[src/rtl/sparse_row_feeder.sv]
// Dense-to-sparse row feeder: accepts a dense row, waits a programmable skew,
// then streams its nonzero elements in ascending index order followed by a terminator.
`timescale 1ns/1ps
module sparse_row_feeder #(
   parameter int DATA_WIDTH = 8,
   parameter int INDEX_SIZE = 3,
   parameter int SKEW_WIDTH = 3
) (
   input  logic                                    clk,
   input  logic                                    rst_n,
   input  logic                                    load_valid,
   output logic                                    load_ready,
   input  logic [(2**INDEX_SIZE)*DATA_WIDTH-1:0]   load_data,
   input  logic [SKEW_WIDTH-1:0]                   skew,
   input  logic                                    flush,
   output logic [DATA_WIDTH-1:0]                   o_data,
   output logic [INDEX_SIZE-1:0]                   o_index,
   output logic                                    done,
   output logic [INDEX_SIZE:0]                     nnz,
   output logic [1:0]                              state
);

   localparam int VEC_LEN = 2**INDEX_SIZE;
   localparam int ROW_W   = VEC_LEN*DATA_WIDTH;

   typedef enum logic [1:0] {
      IDLE   = 2'd0,
      SKEW   = 2'd1,
      STREAM = 2'd2
   } state_t;

   state_t                  state_q, state_d;
   logic [ROW_W-1:0]        row_q, row_d;
   logic [VEC_LEN-1:0]      mask_q, mask_d;
   logic [SKEW_WIDTH-1:0]   cnt_q, cnt_d;
   logic [INDEX_SIZE:0]     nnz_q, nnz_d;
   logic [DATA_WIDTH-1:0]   data_q, data_d;
   logic [INDEX_SIZE-1:0]   index_q, index_d;
   logic                    done_q, done_d;

   logic [VEC_LEN-1:0]      load_mask;
   logic [INDEX_SIZE:0]     load_pop;
   logic                    accept;
   logic                    do_emit;

   logic [ROW_W-1:0]        emit_row;
   logic [VEC_LEN-1:0]      emit_mask;
   logic [VEC_LEN-1:0]      emit_rest;
   logic                    emit_hit;
   logic [INDEX_SIZE-1:0]   emit_idx;
   logic [DATA_WIDTH-1:0]   emit_data;

   // Handshake: a row transfers on a rising edge where load_valid && load_ready;
   // load_ready is high only in IDLE, and flush suppresses a transfer in its cycle.
   assign load_ready = (state_q == IDLE);
   assign accept     = load_valid && load_ready && !flush;

   always_comb begin
      load_mask = '0;
      load_pop  = '0;
      for (int i = 0; i < VEC_LEN; i++) begin
         load_mask[i] = |load_data[i*DATA_WIDTH +: DATA_WIDTH];
         load_pop     = load_pop + (INDEX_SIZE+1)'(load_mask[i]);
      end
   end

   // In IDLE the first emission comes straight from the offered row so a
   // zero-skew row streams on its accept edge without a bubble.
   assign emit_row  = (state_q == IDLE) ? load_data : row_q;
   assign emit_mask = (state_q == IDLE) ? load_mask : mask_q;
   assign emit_hit  = |emit_mask;

   always_comb begin
      emit_idx = '0;
      for (int i = VEC_LEN-1; i >= 0; i--) begin
         if (emit_mask[i]) emit_idx = INDEX_SIZE'(i);
      end
      emit_data           = emit_row[emit_idx*DATA_WIDTH +: DATA_WIDTH];
      emit_rest           = emit_mask;
      emit_rest[emit_idx] = 1'b0;
   end

   always_comb begin
      state_d = state_q;
      row_d   = row_q;
      mask_d  = mask_q;
      cnt_d   = cnt_q;
      nnz_d   = nnz_q;
      data_d  = '0;
      index_d = '0;
      done_d  = 1'b0;
      do_emit = 1'b0;

      case (state_q)
         IDLE: begin
            if (accept) begin
               row_d  = load_data;
               mask_d = load_mask;
               nnz_d  = load_pop;
               cnt_d  = skew;
               if (skew != '0) state_d = SKEW;
               else            do_emit = 1'b1;
            end
         end
         SKEW: begin
            if (cnt_q == SKEW_WIDTH'(1)) do_emit = 1'b1;
            else                         cnt_d   = cnt_q - SKEW_WIDTH'(1);
         end
         STREAM: do_emit = 1'b1;
         default: state_d = IDLE;
      endcase

      // An empty remaining mask turns the emission slot into the terminator.
      if (do_emit) begin
         if (emit_hit) begin
            data_d  = emit_data;
            index_d = emit_idx;
            mask_d  = emit_rest;
            state_d = STREAM;
         end else begin
            done_d  = 1'b1;
            mask_d  = '0;
            state_d = IDLE;
         end
      end

      if (flush) begin
         state_d = IDLE;
         mask_d  = '0;
         data_d  = '0;
         index_d = '0;
         done_d  = 1'b0;
      end
   end

   always_ff @(posedge clk or negedge rst_n) begin
      if (!rst_n) begin
         state_q <= IDLE;
         row_q   <= '0;
         mask_q  <= '0;
         cnt_q   <= '0;
         nnz_q   <= '0;
         data_q  <= '0;
         index_q <= '0;
         done_q  <= 1'b0;
      end else begin
         state_q <= state_d;
         row_q   <= row_d;
         mask_q  <= mask_d;
         cnt_q   <= cnt_d;
         nnz_q   <= nnz_d;
         data_q  <= data_d;
         index_q <= index_d;
         done_q  <= done_d;
      end
   end

   assign o_data  = data_q;
   assign o_index = index_q;
   assign done    = done_q;
   assign nnz     = nnz_q;
   assign state   = state_q;

endmodule

[config.mk]
export PLATFORM = sky130hd
export DESIGN_NAME = sparse_row_feeder
export DESIGN_NICKNAME = d
export VERILOG_FILES = /design/src/rtl/sparse_row_feeder.sv
export SDC_FILE = /design/constraint.sdc
export NUM_CORES = 1
export LEC_CHECK = 0
export BUFFER_PORTS_ARGS = -buffer_cell sky130_fd_sc_hd__buf_2
export CAP_MARGIN = 20
export CORE_MARGIN = 8
export CORE_UTILIZATION = 40
export CTS_CLUSTER_SIZE = 24
export DETAILED_ROUTE_END_ITERATION = 8
export GPL_ROUTABILITY_DRIVEN = 0
export MAX_ROUTING_LAYER = met4
export PLACE_DENSITY = 0.6
export SETUP_SLACK_MARGIN = 0.05
export SLEW_MARGIN = 10
export SYNTH_ARGS = -nofsm -noshare
export SYNTH_HDL_FRONTEND = slang
export SYNTH_SLANG_ARGS = --single-unit
[constraint.sdc]
create_clock -name clk -period 3.3 [get_ports clk]
set_input_delay 0.495 -clock clk [delete_from_list [all_inputs] [get_ports clk]]
set_output_delay 0.495 -clock clk [all_outputs]
set_load 0.005 [all_outputs]
# [Word-level counts from Yosys, hierarchy flattened]
# Index checks and enable logic that the tools add are counted.
[totals] register_bits=93 latch_bits=0 ramBits=0 rom_bits=0 in_bits=71 output_inout_bits=19 word_cells=91 memories=0
[op_classes] n_addsub=8 multipliers=0 n_div=0 order_cmp=2 eq_ne=8 shifts=1 muxes=39 bitwise=2 n_reduce_logical=23
[op_table] op="2-to-1 mux 8 bit" n=9
[op_table] op="OR reduction 8 bit" n=9
[op_table] op="2-to-1 mux 64 bit" n=1
[op_table] op="indexed part select 64 x 7 -> 8 bit" n=1
[op_table] op="2-to-1 mux 3 bit" n=13
[op_table] op="adder 4 x 1 -> 4 bit" n=4
[op_table] op="2-to-1 mux 2 bit" n=5
[op_table] op="nonzero test 3 bit" n=3
[op_table] op="bitwise AND 8 bit" n=1
[op_table] op="!= test 4 x 1 -> 1 bit, second input constant" n=2
[op_table] op="NOT 8 bit" n=1
[op_table] op="2-to-1 mux 1 bit" n=7
[op_table] op="case mux 3 bit (2 select lines)" n=1
[op_table] op="AND reduction 3 bit" n=2
[op_table] op="adder 3 x 1 -> 4 bit" n=1
[op_table] op="less-than comparator 3 x 4 -> 1 bit, second input constant" n=1
[op_table] op="case mux 2 bit (2 select lines)" n=1
[op_table] op="AND reduction 2 bit" n=2
[op_table] op="adder 2 x 1 -> 3 bit" n=1
[op_table] op="demux 1 bit (select 3 bit)" n=1
[op_table] op="equality test 3 x 1 -> 1 bit, second input constant" n=1
[op_table] op="greater-or-equal comparator 3 x 1 -> 1 bit, second input constant" n=1
[op_table] op="logical AND 1 bit" n=3
[op_table] op="!= test 3 x 1 -> 1 bit, second input constant" n=1
[op_table] op="other kinds (11)" n=11

# [Longest topological paths before layout]
# Gate-level depths: netlist (run 1).
[depth] depth_word=19 ltp_mapped=11 depth_no_buf=11

# [Worst setup path after synthesis (run 1)]
# Ideal clock, no wire load.
[synth_timing] path_kind="input to register" startpoint="input port load_data[14]" endpoint="register nnz_q[2] (netlist: nnz[2])" setup_ps=83 arrival_time_ps=3554 t_required_ps=3217 path_slack_ps=-337 stages=11 path_buffers=0 cell_sequence="or4_1 nor2_1 fa_1 fa_1 fa_1 inv_1 ha_1 inv_1 fa_1 xor2_1 o21ai_0"
[synth_between] elab_chain_cells=8
[synth_lines] item="from (decl)" line_no="13" rtl="input logic [(2**INDEX_SIZE)*DATA_WIDTH-1:0] load_data,"
[synth_lines] item="OR reduction 8 bit" line_no="62" rtl="load_mask[i] = |load_data[i*DATA_WIDTH +: DATA_WIDTH];"
[synth_lines] item="adder 1 x 1 -> 2 bit" line_no="63" rtl="load_pop = load_pop + (INDEX_SIZE+1)'(load_mask[i]);"
[synth_lines] item="adder 2 x 1 -> 3 bit" line_no="63"
[synth_lines] item="adder 3 x 1 -> 4 bit" line_no="63"
[synth_lines] item="adder 4 x 1 -> 4 bit (4 in series)" line_no="63"
[synth_lines] item="to (signal assigned)" line_no="151" rtl="nnz_q <= nnz_d;"
[synth_lines] item="to (decl)" line_no="36" rtl="logic [INDEX_SIZE:0] nnz_q, nnz_d;"
# No other way between the ends.
# A chain may end at the register's enable or synchronous reset.

# [Worst setup path after layout (run 1)]
[layout_timing] startpoint="input port load_data[10]" endpoint="register nnz_q[2] (netlist: nnz[2])"
# The elaborated chain is that of the path after synthesis.

==> results of run 1 <==
state kept, by name, indices dropped and copies added, names as in the netlist:
| name | flops |
|---|---|
| o_data | 8 |
| row_q | 64 |
| state | 2 |
| done | 1 |
| cnt_q | 3 |
| nnz | 4 |
| mask_q | 8 |
| o_index | 3 |
cell families (layout without fill, tap and decap cells):
kind of cell | after synthesis | in the layout
and+or+nand+nor | 327 | 327
DFF | 93 | 93
AOI/OAI and AO/OA | 82 | 82
buffers and inverters | 46 | 182
muxes | 45 | 45
adders and majority gates | 13 | 13
xor gates and xnor gates | 1 | 1
repair_timing:
| action | 4_1_cts | 5_1_grt |
|---|---|---|
| setup endpoints to repair | 2 | 7 |
| hold buffers | 0 | 0 |
| pin swaps | 7 | 3 |
| resized for setup | 3 | 6 |
| setup buffers | 2 | 3 |
per-stage QoR:
stage / std cells / setup WS, ps
2_1_floorplan: 607 / -213.5
4_1_cts: 916 / 13.47
5_1_grt: 919 / -60.12
3_3_place_gp: 898 / -402.8
3_5_place_dp: 898 / -449.9
6_report: 919 / 16.91
power breakdown:
group	internal, mW	leakage [nW]	switching (mW)
combinational	0.915	2.18	1.29
sequential	1.56	1.18	0.230
clock	0.703	0.163	0.438
layer usage:
layer / wire (um) / track usage (%)
met5: 0 / -
met4: 361 / 6.057
met3: 819 / 4.693
met2: 7767 / 31.13
met1: 7349 / 23.62
layout by cell type, fill, tap and decap left out, drive strengths merged, types with 3 or more instances in the layout:
master    n
a31o      3
nand2   220
buf     153
or4      10
dfrtp    93
clkbuf   12
nor3     10
o31a      3
and2      3
ha        9
a211oi   20
nor4     17
mux2i    38
mux4      7
a221o    16
inv      13
fa        4
a311oi    3
a21oi    15
or2       9
o21ai     5
a31oi     4
nor2     49
final cells by class:
type	count	area, sq um
clock buffers	12	256.5
multi-input cells	468	2987
flip-flops and latches	93	2327
fillers	1237	6420
repair buffers	153	965.9
inverters	13	48.80
clock inverters	4	70.07
well taps	176	220.2
worst max-delay path by stage:
stage	start	endpoint	slack, ps	depth (start not counted)
2_1_floorplan	load_data[5]	nnz[1]	-210	10
3_3_place_gp	load_data[5]	nnz[1]	-400	11
3_5_place_dp	load_data[24]	nnz[2]	-450	12
4_1_cts	load_data[8]	nnz[2]	10	12
5_1_grt	load_data[0]	nnz[2]	-60	12
6_report	load_data[10]	nnz[2]	20	12
==> summary.md, run 1 <==
| Metric | Value |
|---|---|
| Clock skew | 8.384 ps |
| Root buffer cell | clkbuf_16 |
| Reg2reg path depth | 12 |
| Ant. Diodes | 0 |
| I/O Pins | 90 |
| Starting Density | 41.04% |
| Syn. warnings | 0 |
| Num rows | 42 |
| Cells after Synth | 607 |
| PwrDens | 747.4 mW/mm^2 |
| Cell taking the most area after synthesis | dfrtp_1 |
| Largest family of logic cells by synthesized area | simple AND/OR/NAND/NOR gates |
| Post-Syn Area | 0.005456 sq mm |
| Synth cell count leaders | nand2_1, dfrtp_1, nor2_1, mux2i_1, clkbuf_1 |
| Buf+Inv Stages, Crit Path | 3 |
| Tmin final | 3283 ps |
| Crit path required time | 3520 ps |
| Seq/Total Area, Yosys | 42.65% |
| Vias in the first global route | 5,223 |
| Crit path max fanout | 2 |
| Synth top area share | 42.65% |
| CP Capture Type | register |
| Max VDD drop | 0.4027 mV |
| Cell area after layout | 0.006875 sq mm |
| Post-synthesis compound-gate area fraction | 12.96% |
| # H-tree levels | 3 |
| Outcome | completed |
| Per-cell routed wire length | 17.73 um |
| Clock sink total | 93 |
| Reg-to-reg endpoint | o_data[0] |
| Setup TNS | 0 ps |
| CTS Buffer Depth | 2 |
| WL final | 16,300 um |
| Mux share of post-synthesis cell area | 9.860% |
| Number of distinct library cells after synthesis | 61 |
| Utilization after layout | 51.71% |
| Synth Area in Simple Gates | 27.26% |
| Final net count | 822 |
| Reg clk slew, reported paths | 70 ps |
| 1st-iter DRT viols | 352 |
| DR vias | 4,968 |
| Final Cycle Share | 99.49% |
| Net Count, Synth | 691 |
| Synth top area cells | dfrtp_1, nand2_1, mux2i_1 |
| Async S/R FF share, synth | 100.0% |
| Slew @ Worst Pin | 768.0 ps |
| Synth Area in XOR/XNOR | 0.1605% |
| MaxCap Viol Count | 0 |
| Reg2reg start | state[0] |
| CP Cell Sequence | buf_6, or4_4, nor2_4, fa_1, fa_1, fa_1, inv_1, ha_2, inv_2, fa_2, xor2_1, o21ai_1 |
| Area grow syn2layout | 26.00% |
| Synthesis-stage register bit count | 93 |
| Synth Flop Type | dfrtp_1 |
| CP max stage cell | or4_4 |
| Final setup violation count | 0 |
| R2R setup slack | 330 ps |
| Syn_area_per_cell | 8.989 sq um |
| Total power | 5.138 mW |
| Die Wd | 132.8 um |
| First-pass GRT wire length | 26,920 um |
| Overall routing resource usage | 19.39% |
| Die Span Y | 132.8 um |
| Dpl hpwl | 12,380 um |
| WS Path Type | primary input to register |
| DRC violations left | 0 |
| Max Freq | 304.6 MHz |
| TritonCTS clock tree | done |
| DIE AREA | 0.01763 sq mm |
| Hold Path Class | primary input to asynchronous set/reset pin |
| RSZ-0062 raised after global routing | yes |
| Number of CTS-inserted buffers | 9 |
| Worst hold margin | 179.7 ps |
| LEAKAGE | 3.522 nW |
| Antenna-violating nets left | 0 |
| Initial antenna violation count | 0 |
| Vias per Instance | 5.406 |
| Startpoint types | primary input |
| Post-synth EDFFs | 0 |
| Grt ovf | 0 |
| Final Max Tran Viols | 0 |
| Share of cells above drive strength 1 | 31.22% |
| Slowest stage delay, CP | 550 ps |
| Pre-antenna DRT Iters | 5 |
| Worst skew pair latency | 350 ps |
| Dpl cell area | 0.006456 sq mm |
| Pin count of the biggest net entering global routing | 68 |
| CP top delay family | adder cells |
| Fin. Hold Viols | 0 |
| Worst path arrival time | 3500 ps |
| Cell with the most instances after synthesis | nand2_1 |
| Core area | 0.01330 sq mm |
| Buffers added on ports | 89 |
| Post-Synth Adder-Cell Area | 3.531% |
| Most common cell on crit path | fa_1 |
| Slew HR | 48.80% |
No activity file was read; power rests on OpenSTA's default activity.
==> inputs of run 2 (changes only) <==
--- a/config.mk
+++ b/config.mk
@@ -12,6 +12,7 @@
 export CTS_CLUSTER_SIZE = 24
 export DETAILED_ROUTE_END_ITERATION = 8
 export GPL_ROUTABILITY_DRIVEN = 0
+export GPL_TIMING_DRIVEN = 0
 export MAX_ROUTING_LAYER = met4
 export PLACE_DENSITY = 0.6
 export SETUP_SLACK_MARGIN = 0.05
==> constraint.sdc (replaced) <==
create_clock -name clk -period 3.65 [get_ports clk]
set_input_delay 0.5475 -clock clk [delete_from_list [all_inputs] [get_ports clk]]
set_output_delay 0.5475 -clock clk [all_outputs]
set_load 0.005 [all_outputs]
==> summary.md, run 2 (same netlist as run 1, synthesis figures left out) <==
| Metric | Value |
|---|---|
| Outcome | completed |
| Num rows | 42 (unchanged) |
| Pre-antenna DRT Iters | 5 (unchanged) |
| Die Wd | 132.8 um (unchanged) |
| Post-Route M1 WL | 7558 um (+2.8%) |
| Fin. Hold Viols | 0 (unchanged) |
| Register with the most flip-flops | row_q |
| Reg clk slew, reported paths | 70 ps (about the same) |
| Hold Path Class | primary input to asynchronous set/reset pin |
| MaxCap Viol Count | 0 (unchanged) |
| Combinational share of power | 44.2% (+1.2 points) |
| Starting Density | 41.04% (unchanged) |
| Area grow syn2layout | 19.22% |
| CP Cell Sequence | buf_2, or4_4, nor2_4, fa_1, fa_1, fa_1, inv_2, ha_4, inv_2, fa_1, xor2_1, o21ai_1 |
| WS Path Type | primary input to register |
| Final setup violation count | 0 (unchanged) |
| CP top delay family | adder cells |
| Final Max Tran Viols | 0 (unchanged) |
| Psw | 1.825 mW (-7.0%) |
| Tmin final | 3521 ps |
| Dpl ws | -430.4 ps (+19.48 ps) |
| Clock skew | 5.808 ps (-2.576 ps) |
| Most common cell on crit path | fa_1 |
| 1st-iter DRT viols | 388 (+10%) |
| I/O Pins | 90 (unchanged) |
| Final net count | 793 (-3.5%) |
| Startpoint types | primary input |
| CTS Buffer Depth | 2 (unchanged) |
| Reg power frac | 36.0% (+1.2 points) |
| Wire length on met2 | 7914 um (+1.9%) |
| Most frequent cells in the layout | nand2_1, buf_2, dfrtp_1 |
| Ant. Diodes | 0 (unchanged) |
| # H-tree levels | 3 (unchanged) |
| Buffers added on ports | 89 (unchanged) |
| Dpl hpwl | 12,870 um (+3.9%) |
| Overall routing resource usage | 19.62% (+0.22 points) |
| PwrDens | 692.0 mW/mm^2 (-7.4%) |
| Reg2reg start | state[0] |
| Top sig layer | met4 |
| CP max stage cell | or4_4 |
| RSZ-0062 raised after global routing | yes |
| Vias in the first global route | 4,907 (-6.1%) |
| # placed instances | 873 (-2.8%) |
| Grt ovf | 0 (unchanged) |
| CP Capture Type | register |
| Clk pwr share | 19.7% (-2.5 points) |
| Max VDD drop | 0.3044 mV (-24%) |
| Pin count of the biggest net entering global routing | 61 (-10%) |
| DR vias | 4,817 (-3.0%) |
| First-pass GRT wire length | 26,700 um (-0.82%) |
| Max FFs per register | 64 (unchanged) |
| Net Sw Frac | 40.53% (+2.4 points) |
| Max Freq | 284.0 MHz |
| Buf+Inv Stages, Crit Path | 3 (unchanged) |
| Worst path arrival time | 3750 ps (+250 ps) |
| Total power | 4.501 mW (-12%) |
| Antenna-violating nets left | 0 (unchanged) |
| Non-Filler Instances | 890 (-3.2%) |
| Core area | 0.01330 sq mm (unchanged) |
| Clock sink total | 93 (unchanged) |
| LEAKAGE | 3.263 nW (-7.4%) |
| Root buffer cell | clkbuf_16 |
| Worst skew pair latency | 360 ps (about the same) |
| Final worst slack | 129.4 ps (+112.5 ps) |
| TritonCTS clock tree | done |
| Per-cell routed wire length | 18.72 um (+5.5%) |
| Setup TNS | 0 ps (unchanged) |
| Commonest non-fill, non-tap cell in the layout | nand2_1 |
| Met3 wire length | 863 um (+5.4%) |
| Crit path required time | 3870 ps (+350 ps) |
| Number of CTS-inserted buffers | 9 (unchanged) |
| CP startpoint | load_data[8] |
| Die Span Y | 132.8 um (unchanged) |
| Crit path max fanout | 3 (+1) |
| Initial antenna violation count | 0 (unchanged) |
| DRC violations left | 0 (unchanged) |
| Internal power | 2.677 mW (-16%) |
| Share of cells above drive strength 1 | 25.21% (-6.0 points) |
| Vias per Instance | 5.412 (+0.12%) |
| Slew @ Worst Pin | 760.2 ps (-7.793 ps) |
| Slowest stage delay, CP | 570 ps (+20 ps) |
| Final Cycle Share | 96.45% |
| WL final | 16,660 um (+2.2%) |
| Slew HR | 49.13% (+0.33 points) |
| DIE AREA | 0.01763 sq mm (unchanged) |
[run 2: cell types whose count changed in the layout (fill, tap and decap cells not counted), moves of 2 or more]
cell and change:
clkbuf_2 +3, bufinv_16 -2, buf_2 +12, buf_4 -61, buf_6 -5, clkbuf_1 +22
[run 2: what timing repair did]
action	CTS	global route
hold buffers	0	0
setup endpoints to repair	2	10
pin swaps	0	6
resized for setup	3	10
hold endpoints to repair	0	0
setup buffers	0	1
[run 2: cell type report]
type                       instances  area [sq um]
buffer                            33         147.6
clock buffer                      13         250.2
clock inverter                     3         21.27
fill                            1297          6790
inverter                          13         48.80
multi-input combinational        468          3004
sequential                        93          2327
tap                              176         220.2
timing repair buffer              91         485.5
[run 2: final timing paths]
check | end | slack (ps) | depth (start not counted)
worst max-delay path | nnz[2] | 130 | 12
worst min-delay path | row_q[19] | 140 | 1
worst max register to register | o_data[5] | 270 | 11
worst min register to register | row_q[36] | 470 | 2
max in group asynchronous | row_q[0] | 2840 | 2
min in group clk | row_q[17] | 410 | 3
[run 2: power groups by stage]
| stage | clock network, mW | registers (mW) | logic (mW) |
|---|---|---|---|
| 2_1_floorplan | 0 | 1.58 | 1.47 |
| 3_3_place_gp | 0 | 1.62 | 1.92 |
| 3_5_place_dp | 0 | 1.64 | 1.96 |
| 4_1_cts | 0.901 | 1.62 | 1.98 |
| 5_1_grt | 0.939 | 1.67 | 2.19 |
| 6_report | 0.888 | 1.62 | 1.99 |
[run 2: metal layers]
metal / GRT usage [%] / up-vias
li1: - / 2302
met1: 25.10 / 2309
met2: 30.56 / 180
met3: 3.179 / 26
met4: 7.571 / 0
met5: - / -
[run 2: metrics by stage]
stage | hold slack [ps] | area (sq um) | utilization [%]
global placement | 452.0 | 6148 | 46.25
detailed placement | 457.2 | 6178 | 46.47
floorplan | 251.9 | 5483 | -
finish | 144.3 | 6505 | 48.93
global route | 181.2 | 6505 | 48.93
CTS | 168.5 | 6465 | 48.63
[run 2: worst register-to-register path: cells and delay by family, from the launching register on]
kind                       cells  cell delay [ps]
DFF                            1              430
adders and majority gates      1              410
buffers and inverters          4              760
AOI/OAI and AO/OA              4             1490
and+or+nand+nor                2              180
==> inputs of run 3 (changes only) <==
--- a/config.mk
+++ b/config.mk
@@ -7,6 +7,7 @@
 export LEC_CHECK = 0
 export BUFFER_PORTS_ARGS = -buffer_cell sky130_fd_sc_hd__buf_2
 export CAP_MARGIN = 20
+export CORE_ASPECT_RATIO = 0.7
 export CORE_MARGIN = 8
 export CORE_UTILIZATION = 40
 export CTS_CLUSTER_SIZE = 24
==> summary.md, run 3 (same netlist as run 1, synthesis figures left out) <==
| Metric | Value |
|---|---|
| Combinational share of power | 44.6% (+0.4 points) |
| Worst path arrival time | 3750 ps (about the same) |
| LEAKAGE | 3.280 nW (+0.52%) |
| Cell area after layout | 0.006535 sq mm (+0.46%) |
| Crit path required time | 3860 ps (about the same) |
| Fin. Hold Viols | 0 (unchanged) |
| Per-cell routed wire length | 19.01 um (+1.6%) |
| Initial antenna violation count | 0 (unchanged) |
| Vias in the first global route | 4,994 (+1.8%) |
| Die Wd | 155.6 um (+17%) |
| Most common cell on crit path | fa_1 |
| Starting Density | 41.26% (+0.22 points) |
| Clock sink total | 93 (unchanged) |
| Tmin final | 3537 ps (+16.66 ps) |
| Grt ovf | 0 (unchanged) |
| Slew @ Worst Pin | 732.7 ps (-27.52 ps) |
| Share of cells above drive strength 1 | 25.17% (-0.035 points) |
| Commonest non-fill, non-tap cell in the layout | nand2_1 |
| Die Span Y | 113.7 um (-14%) |
| Dpl cell area | 0.006190 sq mm (+0.18%) |
| Final net count | 794 (+0.13%) |
| Area grow syn2layout | 19.77% |
| Net Sw Frac | 41.84% (+1.3 points) |
| Max VDD drop | 0.3086 mV (+1.4%) |
| Internal power | 2.671 mW (-0.21%) |
| Final setup violation count | 0 (unchanged) |
| First-pass GRT wire length | 27,030 um (+1.2%) |
| Antenna-violating nets left | 0 (unchanged) |
| Register with the most flip-flops | row_q |
| WL final | 17,110 um (+2.7%) |
| PwrDens | 702.7 mW/mm^2 (+1.6%) |
| Root buffer cell | clkbuf_16 |
| DIE AREA | 0.01769 sq mm (+0.34%) |
| Clock skew | 8.811 ps (+3.004 ps) |
| Core area | 0.01323 sq mm (-0.53%) |
| Reg2reg start | state[0] |
| CP startpoint | load_data[14] |
| Number of CTS-inserted buffers | 9 (unchanged) |
| Slowest stage delay, CP | 570 ps (about the same) |
| RSZ-0062 raised after global routing | no |
| WS Path Type | primary input to register |
| Most frequent cells in the layout | nand2_1, buf_2, dfrtp_1 |
| Crit path max fanout | 3 (unchanged) |
| Dpl hpwl | 13,430 um (+4.3%) |
| Pin count of the biggest net entering global routing | 49 (-20%) |
| Reg clk slew, reported paths | 70 ps (about the same) |
| DR vias | 4,933 (+2.4%) |
| Final Cycle Share | 96.91% (+0.46 points) |
| Clk pwr share | 20.2% (+0.5 points) |
| Max Freq | 282.7 MHz (-0.47%) |
| Pre-antenna DRT Iters | 4 (-1) |
| Num rows | 35 (-17%) |
| MaxCap Viol Count | 0 (unchanged) |
| CP Capture Type | register |
| Worst skew pair latency | 350 ps (about the same) |
| Outcome | completed |
| I/O Pins | 90 (unchanged) |
| Ant. Diodes | 0 (unchanged) |
| 1st-iter DRT viols | 386 (-0.52%) |
| CP max stage cell | or4_4 |
| Reg power frac | 35.3% (-0.7 points) |
| Final Max Tran Viols | 0 (unchanged) |
| Slew HR | 50.93% (+1.8 points) |
| DRC violations left | 0 (unchanged) |
| Psw | 1.921 mW (+5.3%) |
| Vias per Instance | 5.481 (+1.3%) |
| Max FFs per register | 64 (unchanged) |
| Buffers added on ports | 89 (unchanged) |
| Hold Path Class | primary input to asynchronous set/reset pin |
| # H-tree levels | 3 (unchanged) |
| Overall routing resource usage | 20.11% (+0.49 points) |
| Startpoint types | primary input |
| CP Cell Sequence | buf_2, or4_4, nor2_4, fa_1, fa_1, fa_1, inv_2, ha_4, inv_1, fa_1, xor2_1, o21ai_1 |
| Fill cell count | 1,261 (-2.8%) |
| CTS Buffer Depth | 2 (unchanged) |
| TritonCTS clock tree | done |
| Total power | 4.592 mW (+2.0%) |
-- run 3: worst paths after layout --
path / depth (start not counted) / slack, ps / end
worst min register to register: 2 / 480 / row_q[35]
worst max register to register: 10 / 240 / o_data[0]
worst min-delay path: 1 / 210 / o_index[1]
min in group clk: 3 / 420 / row_q[20]
worst max-delay path: 12 / 110 / nnz[2]
max in group asynchronous: 2 / 2780 / row_q[41]
-- run 3: power by group through the flow --
stage | registers (mW) | logic (mW) | clock network (mW)
6_report | 1.62 | 2.05 | 0.926
5_1_grt | 1.66 | 2.23 | 0.989
4_1_cts | 1.61 | 2.02 | 0.950
3_5_place_dp | 1.63 | 2.01 | 0
3_3_place_gp | 1.62 | 1.96 | 0
2_1_floorplan | 1.58 | 1.47 | 0
-- run 3: final cells by class --
class / instances / area (sq um) / share of cell area [%]
Clock buffer: 9 / 225.2 / 3.446
Clock inverter: 7 / 62.56 / 0.9573
Multi-Input combinational cell: 468 / 3003 / 45.95
Inverter: 13 / 48.80 / 0.7467
Tap cell: 185 / 231.5 / 3.542
Buffer: 33 / 146.4 / 2.240
Timing Repair Buffer: 92 / 490.5 / 7.505
Sequential cell: 93 / 2327 / 35.61
-- run 3: routing by layer --
metal | wire length, um | global-route usage, % | up-vias
met5 | 0 | - | -
met4 | 243 | 4.897 | 0
met3 | 1185 | 4.911 | 29
met2 | 7288 | 28.86 | 190
met1 | 8392 | 27.97 | 2405
li1 | - | - | 2309
-- run 3: per-stage QoR --
stage                     TNS (ps)  std cells  hold slack [ps]  utilization (%)  worst slack, ps
final                            0        900            208.0            49.41            112.8
after global routing             0        900            261.2            49.41            46.85
after CTS                        0        899            239.3            49.28            54.85
after detailed placement     -1447        882            460.8            46.80           -632.1
after global placement       -1282        881            452.3            46.58           -573.6
after floorplan                  0        607            251.9                -            49.41
-- run 3: repair_timing --
item	in CTS	in global routing
resized for setup	5	3
hold endpoints to repair	0	0
setup buffers	1	1
hold buffers	0	0
pin swaps	1	3
setup endpoints to repair	2	1
-- run 3: worst max-delay path: cells and delay by family --
family / cells / cell delay [ps]
AO/OA/AOI/OAI: 1 / 80
adder cells (fa/ha/maj): 5 / 1950
XOR/XNOR: 1 / 160
AND/OR/NAND/NOR: 2 / 750
buffers and inverters: 3 / 260
